===== src/rtl/crc5_pkg.sv =====
// -----------------------------------------------------------------------------
// crc5_pkg
// Shared definitions for the 2-bit-per-cycle CRC-5 datapath.
// Generator g(y) = 1 + y + y^3 + y^5.
//   CRC_W     : width of the CRC remainder
//   POLY      : feedback tap mask (y^5 term implicit)
//   state_t   : controller FSM states
//   crc5_step : one serial (1-bit) CRC update, MSB-first
// -----------------------------------------------------------------------------
package crc5_pkg;

    localparam int CRC_W = 5;
    localparam logic [CRC_W-1:0] POLY = 5'b01011;

    typedef enum logic [1:0] {
        IDLE = 2'd0,
        RUN  = 2'd1,
        DONE = 2'd2
    } state_t;

    // Shift left by one and fold the feedback bit into the tap positions
    // (y^0, y^1, y^3). The result after a full message is M(y)*y^5 mod g(y).
    function automatic logic [CRC_W-1:0] crc5_step(input logic d,
                                                   input logic [CRC_W-1:0] c);
        logic fb;
        fb = d ^ c[CRC_W-1];
        return {c[CRC_W-2:0], 1'b0} ^ ({CRC_W{fb}} & POLY);
    endfunction

endpackage


===== src/rtl/crc5_unfold2_ctrl_if.sv =====
// -----------------------------------------------------------------------------
// crc5_unfold2_ctrl_if
// Message-in / CRC-out handshake bundle for crc5_unfold2_ctrl.
//   in_valid / in_ready / in_data    : message input handshake
//   out_valid / out_ready / out_crc  : CRC result handshake
// Modports:
//   master : source/consumer side (drives in_*, out_ready)
//   slave  : the CRC controller side
// -----------------------------------------------------------------------------
interface crc5_unfold2_ctrl_if
    import crc5_pkg::*;
#(
    parameter int MSG_W = 6
) ();

    logic             in_valid;
    logic             in_ready;
    logic [MSG_W-1:0] in_data;
    logic             out_valid;
    logic             out_ready;
    logic [CRC_W-1:0] out_crc;

    modport master (
        output in_valid,
        output in_data,
        output out_ready,
        input  in_ready,
        input  out_valid,
        input  out_crc
    );

    modport slave (
        input  in_valid,
        input  in_data,
        input  out_ready,
        output in_ready,
        output out_valid,
        output out_crc
    );

endinterface


===== src/rtl/crc5_unfold2_core.sv =====
// -----------------------------------------------------------------------------
// crc5_unfold2_core
// CRC-5 state register unfolded by 2: two serial steps per enabled cycle.
//   clk    : clock
//   reset  : asynchronous active-high reset, clears the CRC state
//   clr    : synchronous clear (takes priority over en)
//   en     : apply two serial steps this cycle
//   d_pair : input bits, d_pair[1] processed first
//   crc    : current CRC state
// -----------------------------------------------------------------------------
module crc5_unfold2_core
    import crc5_pkg::*;
(
    input  logic             clk,
    input  logic             reset,
    input  logic             clr,
    input  logic             en,
    input  logic [1:0]       d_pair,
    output logic [CRC_W-1:0] crc
);

    logic [CRC_W-1:0] crc_mid;
    logic [CRC_W-1:0] crc_next;

    always_comb begin
        crc_mid  = crc5_step(d_pair[1], crc);
        crc_next = crc5_step(d_pair[0], crc_mid);
    end

    always_ff @(posedge clk or posedge reset) begin
        if (reset) begin
            crc <= '0;
        end else if (clr) begin
            crc <= '0;
        end else if (en) begin
            crc <= crc_next;
        end
    end

endmodule


===== src/rtl/crc5_unfold2_ctrl.sv =====
// -----------------------------------------------------------------------------
// crc5_unfold2_ctrl
// Sequencer around crc5_unfold2_core: accepts a whole message, feeds it MSB
// first two bits per cycle, and presents the finished CRC-5.
//   clk   : clock
//   reset : asynchronous active-high reset
//   bus   : message/CRC handshake bundle (slave side)
//   busy  : high while a message is in RUN or DONE
// Timing: load cycle + MSG_W/2 RUN cycles, then DONE until out_ready.
// -----------------------------------------------------------------------------
module crc5_unfold2_ctrl
    import crc5_pkg::*;
#(
    parameter int MSG_W = 6,
    parameter int CNT_W = $clog2(MSG_W/2) + 1
) (
    input  logic                 clk,
    input  logic                 reset,
    crc5_unfold2_ctrl_if.slave   bus,
    output logic                 busy
);

    if ((MSG_W < 2) || ((MSG_W % 2) != 0)) begin : g_bad_msg_w
        $error("crc5_unfold2_ctrl: MSG_W must be even and >= 2");
    end

    localparam logic [CNT_W-1:0] CNT_LOAD = CNT_W'(MSG_W/2 - 1);

    state_t           state;
    state_t           state_next;
    logic [MSG_W-1:0] sreg;
    logic [CNT_W-1:0] cnt;
    logic [CRC_W-1:0] crc;
    logic [CRC_W-1:0] crc_hold;
    logic             accept;
    logic             crc_clr;
    logic             crc_en;

    crc5_unfold2_core u_core (
        .clk    (clk),
        .reset  (reset),
        .clr    (crc_clr),
        .en     (crc_en),
        .d_pair (sreg[MSG_W-1 -: 2]),
        .crc    (crc)
    );

    always_ff @(posedge clk or posedge reset) begin
        if (reset) begin
            state <= IDLE;
        end else begin
            state <= state_next;
        end
    end

    always_comb begin
        state_next = state;
        accept     = 1'b0;
        crc_clr    = 1'b0;
        crc_en     = 1'b0;
        unique case (state)
            IDLE: begin
                if (bus.in_valid) begin
                    accept     = 1'b1;
                    crc_clr    = 1'b1;
                    state_next = RUN;
                end
            end
            RUN: begin
                crc_en = 1'b1;
                if (cnt == '0) begin
                    state_next = DONE;
                end
            end
            DONE: begin
                if (bus.out_ready) begin
                    state_next = IDLE;
                end
            end
            default: state_next = IDLE;
        endcase
    end

    always_ff @(posedge clk or posedge reset) begin
        if (reset) begin
            sreg     <= '0;
            cnt      <= '0;
            crc_hold <= '0;
        end else begin
            if (accept) begin
                sreg <= bus.in_data;
                cnt  <= CNT_LOAD;
            end else if (state == RUN) begin
                sreg <= {sreg[MSG_W-3:0], 2'b00};
                if (cnt != '0) begin
                    cnt <= cnt - CNT_W'(1);
                end
            end
            // The core state is cleared on the next accept, so keep a copy
            // that lets out_crc retain the last result after the handshake.
            if (state == DONE) begin
                crc_hold <= crc;
            end
        end
    end

    always_comb begin
        bus.in_ready  = (state == IDLE);
        bus.out_valid = (state == DONE);
        bus.out_crc   = (state == DONE) ? crc : crc_hold;
        busy          = (state == RUN) || (state == DONE);
    end

endmodule


===== src/flat_wrapper.sv =====
// flat-port wrapper written by rule: the top's interface ports become plain ports
module crc5_unfold2_ctrl_flat import crc5_pkg::*;
#(
    parameter int MSG_W = 6,
    parameter int CNT_W = $clog2(MSG_W/2) + 1
)
  (clk, reset, busy, bus_in_valid, bus_in_data, bus_out_ready, bus_in_ready, bus_out_valid, bus_out_crc);
  crc5_unfold2_ctrl_if #(.MSG_W(MSG_W)) bus_i ();
  input  logic clk;
  input  logic reset;
  output logic busy;
  input wire logic [$bits(bus_i.in_valid)-1:0] bus_in_valid;
  input wire logic [$bits(bus_i.in_data)-1:0] bus_in_data;
  input wire logic [$bits(bus_i.out_ready)-1:0] bus_out_ready;
  output wire logic [$bits(bus_i.in_ready)-1:0] bus_in_ready;
  output wire logic [$bits(bus_i.out_valid)-1:0] bus_out_valid;
  output wire logic [$bits(bus_i.out_crc)-1:0] bus_out_crc;
  assign bus_i.in_valid = bus_in_valid;
  assign bus_i.in_data = bus_in_data;
  assign bus_i.out_ready = bus_out_ready;
  assign bus_in_ready = bus_i.in_ready;
  assign bus_out_valid = bus_i.out_valid;
  assign bus_out_crc = bus_i.out_crc;
  crc5_unfold2_ctrl #(.MSG_W(MSG_W), .CNT_W(CNT_W)) u_core (.clk(clk), .reset(reset), .bus(bus_i), .busy(busy));
endmodule

===== config.mk =====
export PLATFORM = sky130hd
export DESIGN_NAME = crc5_unfold2_ctrl_flat
export DESIGN_NICKNAME = d
export VERILOG_FILES = /design/src/rtl/crc5_pkg.sv /design/src/rtl/crc5_unfold2_ctrl_if.sv /design/src/rtl/crc5_unfold2_core.sv /design/src/rtl/crc5_unfold2_ctrl.sv /design/src/flat_wrapper.sv
export SDC_FILE = /design/constraint.sdc
export NUM_CORES = 1
export LEC_CHECK = 0
export BUFFER_PORTS_ARGS = -buffer_cell sky130_fd_sc_hd__buf_4
export CORE_MARGIN = 2
export CORE_UTILIZATION = 45
export CTS_BUF_LIST = sky130_fd_sc_hd__clkbuf_8 sky130_fd_sc_hd__clkbuf_16
export DETAILED_ROUTE_END_ITERATION = 12
export PLACE_DENSITY = 0.76
export SETUP_SLACK_MARGIN = 0.1
export SYNTH_ARGS = -nofsm -noshare
export SYNTH_HDL_FRONTEND = slang
export SYNTH_SLANG_ARGS = --single-unit

===== constraint.sdc =====
create_clock -name clk -period 1.4 [get_ports clk]
set_input_delay 0.14 -clock clk [delete_from_list [all_inputs] [get_ports clk]]
set_output_delay 0.14 -clock clk [all_outputs]
set_load 0.01 [all_outputs]

# Word level (Yosys, flattened, before mapping)
# Index checks and enable logic that the tools add are counted.
dict set report classes {
  reduce_logical 9
  addsub 1
  mux 15
  eq_ne 5
  bitwise_logic 4
}
# cell count
set op_table {}
lappend op_table {{$mux 5} 3}
lappend op_table {{$mux 6} 2}
lappend op_table {{$xor 5x4->5} 2}
lappend op_table {{$mux 3} 3}
lappend op_table {{$mux 2} 3}
lappend op_table {{$ne 2x2->1 const B} 3}
lappend op_table {{$pmux 2 s3} 1}
lappend op_table {{$reduce_bool 2->1} 3}
lappend op_table {{$logic_not 3->1} 1}
lappend op_table {{$mux 1} 3}
lappend op_table {{$reduce_and 3->1} 1}
lappend op_table {{$reduce_bool 3->1} 1}
lappend op_table {{$sub 3x1->3 const B} 1}
lappend op_table {{$eq 2x1->1 const B} 1}
lappend op_table {{$eq 2x2->1 const B} 1}
lappend op_table {{$logic_not 2->1} 1}
lappend op_table {{$reduce_and 2->1} 1}
lappend op_table {{$xor 1x1->1} 2}
lappend op_table {{$logic_or 1x1->1} 1}
dict set report word_totals {
  register_bits 21
  output_inout_bits 8
  wordCells 39
}

# Depth between registers and ports, before layout
dict set report logic_depth {
  depth_word 6
  ltp_mapped 7
  mapped_depth_nobuf 6
}

# Hierarchy
# From an unflattened synthesis, not the netlist that was laid out.
dict set report hier_totals {
  cells_unflattened 94
  hier_area_um2 1066.0
}
# module cells_per_inst seq_area_each_um2 instances area_each_um2
set modules_own_cells {}
lappend modules_own_cells {crc5_unfold2_ctrl 69 400.4 1 803.3}
lappend modules_own_cells {crc5_unfold2_core 25 125.1 1 262.8}

# Worst setup path after synthesis
# Ideal clock, no wire load.
dict set report synth_path {
  path_kind {flip-flop to flip-flop}
  start {register u_core.state[0]}
  end {register u_core.state[0]}
  slack_ns -0.211
  arrival_ns 1.486
  synth_period_minus_slack_ns 1.611
  path_stages_with_launch 6
  path_cell_list {dfrtp_1 > inv_1 > ha_1 > clkbuf_2 > a221oi_4 > mux2_2}
}
dict set report synth_between {
  elab_chain_len 3
  elab_cells_between_ends 8
  classes_between {eq/ne (5); mux (1); reduce/logical (2)}
}
# element line
set synth_rtl {}
lappend synth_rtl {{from (decl)} crc5_unfold2_ctrl.sv:29} ;# state_t state;
lappend synth_rtl {{from (signal assigned)} crc5_unfold2_ctrl.sv:52} ;# state <= state_next;
lappend synth_rtl {{$eq 2x2->1 (*)} --}
lappend synth_rtl {{named net bus_out_valid} flat_wrapper.sv:16} ;# output wire logic [$bits(bus_i.out_valid)-1:0] bus_out_valid;
lappend synth_rtl {{$ne 2x2->1 (no line)} --}
lappend synth_rtl {{$reduce_and 3->1 (no line)} --}
# The timed path passes the listed nets; every way through them passes the cells marked *.
# A chain may end at the register's enable or synchronous reset.

# Worst setup path in the final report
dict set report layout_path {
  start {register u_core.state[0]}
  end {output bus_out_crc[0]}
}
dict set report layout_between {
  elab_chain_len 2
}
# element line
set layout_rtl {}
lappend layout_rtl {{$eq 2x2->1} crc5_unfold2_ctrl.sv:110} ;# bus.out_crc = (state == DONE) ? crc : crc_hold;
lappend layout_rtl {{$mux 5} crc5_unfold2_ctrl.sv:110}
lappend layout_rtl {{to (decl)} flat_wrapper.sv:17} ;# output wire logic [$bits(bus_i.out_crc)-1:0] bus_out_crc;
# Every way passes these cells.

==> reports/results.txt <==
Status = finished, violations left
Failing checks = setup timing
Core area = 2212 um^2
Placed Cells = 143
Yosys cell types = 24
Clock latency on the worst-skew pair = 0.26 ns
Post-Place Cell Area = 1280 um^2
Synth Area in XOR/XNOR = 0.05792
Buffers on Ports = 17
Largest family of logic cells by synthesized area = multiplexers
Mux contribution to synthesized area = 0.1123
Drt wl/cell = 16.22 um
Initial antenna violation count = 0
Setup WS pre-CTS = -0.08393 ns
Final #Nets = 147
Ant. Diodes = 0
Fmax = 0.6465 GHz
Die Ht = 52.50 um
Hold Crit Class = primary input to register
Adder-cell share of the synthesized area = 0.08274
Max-slew violation count = 0
Final Cell Area = 1627 um^2
Filler instances = 144
PnR worst setup slack = -0.1468 ns
Synth warnings = 0
Worst path required time = 1.26 ns
Total Power = 4.202 mW
Vias per cell = 5.115
Worst reg2reg path depth = 5
Synth Net Count = 111
Crit end category = output port
Multi-input logic area = 620.6 um^2
RSZ-0062 raised after global routing = true
Relative slew slack = 0.7735
GP Congestion = 0.7426
Cells after Synth = 94
Hold Path Stages = 3
Worst IR Drop VDD = 1.560 mV
Total congestion overflow = 0
TritonRoute pass-1 iters = 4
Vias in the first global route = 769
Number of core rows = 17
I/O pin cnt = 18
Clock skew = 0.002614 ns
Syn Area/Cell = 11.26 um^2
HPWL after detailed placement = 1389 um
FF+latch count, synth = 21
Synthesis-to-finish area growth = 53.66%
Layout cells sized above 1 = 0.5426
Largest net degree at the start of global routing = 22
Non-filler cells in the finished layout = 157
Post-Syn Area = 1059 um^2
Post-synthesis sequential area ratio = 0.4965
Final Hold Violating Endpoints = 0
Global-route wire length before repair = 3332 um
Endpoints failing setup = 9
DRT iter0 DRCs = 7
Die ar. = 2756 um^2
Clock transition at path regs = 0.08 ns
TritonCTS Buffers = 3
Synth Area in Compound Gates = 0.1099
Worst slew pin tran = 0.3373 ns
Starting Density = 0.4785
All-Layer GR Usage = 0.1694
CTS sink cnt = 21
Pwr/cell area = 2584 nW/um^2
Critical path class = register to output port
Die X-Extent = 52.50 um
DRT antenna net count = 0
Via count = 803
CTS tree = yes
H-tree levels = 1
DRT Wirelength = 2546 um
Clock Tree Root = clkbuf_8
DRC = 0
Register area = 526.8 um^2
Fin crit period = 1.547 ns
Leak pwr = 0.7505 nW
Worst path arrival time = 1.41 ns
Clock buffer depth = 2
Crit share post-route = 1.105
Synth Area in Simple Gates = 0.08392
Crit Path Max Fanout = 6
Crit start category = register
Total of max-cap violations = 0
==> path summary, 6_finish.rpt <==
kind                                                    from                           end  slack [ns]
min in group asynchronous                              reset     u_core.cnt[2]$_DFFE_PP0P_        0.46
max in group asynchronous                              reset   u_core.state[1]$_DFFE_PP0P_        0.70
worst min register to register  u_core.crc_hold[2]$_DFF_PP0_  u_core.crc_hold[2]$_DFF_PP0_        0.51
worst min-delay path                          bus_in_data[0]    u_core.sreg[0]$_DFFE_PP0P_        0.07
worst max-delay path             u_core.state[0]$_DFFE_PP0P_                bus_out_crc[0]       -0.15
worst max register to register   u_core.state[0]$_DFFE_PP0P_   u_core.state[1]$_DFFE_PP0P_       -0.14
==> per-stage QoR <==
| step | util | setup TNS, ns | hold WS [ns] |
|---|---|---|---|
| floorplan | - | -0.5201 | 0.1165 |
| detailed placement | 0.5786 | -0.2983 | 0.1899 |
| global placement | 0.5786 | -0.07211 | 0.1860 |
| global route | 0.7353 | -1.434 | 0.07825 |
| CTS | 0.6657 | -0.9765 | 0.07623 |
| finish | 0.7353 | -1.046 | 0.06885 |
==> sequential cells by signal (all words and copies together), names as in the netlist <==
signal,flops
u_core.u_core.crc,5
u_core.crc_hold,5
u_core.state,2
u_core.cnt,3
u_core.sreg,6
==> power breakdown <==
part           switching, mW  internal (mW)  total (mW)
Clock                  0.208          0.201       0.409
Combinational           1.15           1.53        2.68
Sequential             0.213          0.900        1.11
==> final cells by class <==
cell class,count,share of cell area
Multi-Input combinational cell,60,0.3815
Sequential cell,21,0.3238
Timing Repair Buffer,35,0.2223
Clock buffer,3,0.02538
Tap cell,28,0.02154
Inverter,9,0.02077
Clock inverter,1,0.004615
==> synth_stat cells (all sizes together) <==
cell | count | area (um^2)
a211oi | 2 | 15.01
a21oi | 3 | 15.01
a221oi | 1 | 26.28
and2 | 1 | 6.260
buf | 3 | 21.27
clkbuf | 1 | 5.000
dfrtp | 21 | 525.5
ha | 7 | 87.58
inv | 9 | 33.78
mux2 | 7 | 78.83
mux2i | 4 | 40.04
nand2 | 9 | 33.78
nand2b | 1 | 6.260
nand3 | 1 | 5.000
nor2 | 3 | 11.26
nor2b | 1 | 13.76
o211ai | 1 | 7.510
o21ai | 9 | 45.04
o31ai | 1 | 7.510
or3 | 2 | 12.51
xnor2 | 6 | 52.55
xor2 | 1 | 8.760
==> timing repair <==
item	CTS	global route
setup buffers	6	0
cloned	0	3
pin swaps	2	8
endpoints found under the hold margin	21	0
resized for setup	19	28
endpoints found under the setup margin	23	24
hold buffers	1	0
==> cell usage in the layout (no fill, tap or decap), types with 4 or more instances in the layout <==
master / instances
o21ai_1: 4
xnor2_1: 5
buf_4: 18
ha_4: 4
inv_1: 6
nand2_2: 5
buf_6: 13
mux2_4: 7
dfrtp_1: 20
mux2i_1: 4
==> metal layers <==
metal	global-route usage	part of all wire	vias to the layer above
li1	-	-	385
met1	0.2163	0.42	398
met2	0.2813	0.54	16
met3	0.02571	0.026	4
met4	0.07692	0.013	0
met5	0	0	-
==> cells by family (layout without fill, tap and decap cells) <==
logic type,after synthesis,after routing
flip-flops,21,21
AND/OR/NAND/NOR,18,18
multiplexers,11,11
adder cells (fa/ha/maj),7,7
buffers and inverters,13,48
XOR/XNOR,7,7
AO/OA/AOI/OAI,17,17
==> critical path, cell delays in order, from the launching register on <==
cell and delay, ns:
dfrtp_1 0.40, inv_2 0.09, ha_4 0.20, mux2_4 0.33
buf_6 0.12
No activity file was read; power rests on OpenSTA's default activity.
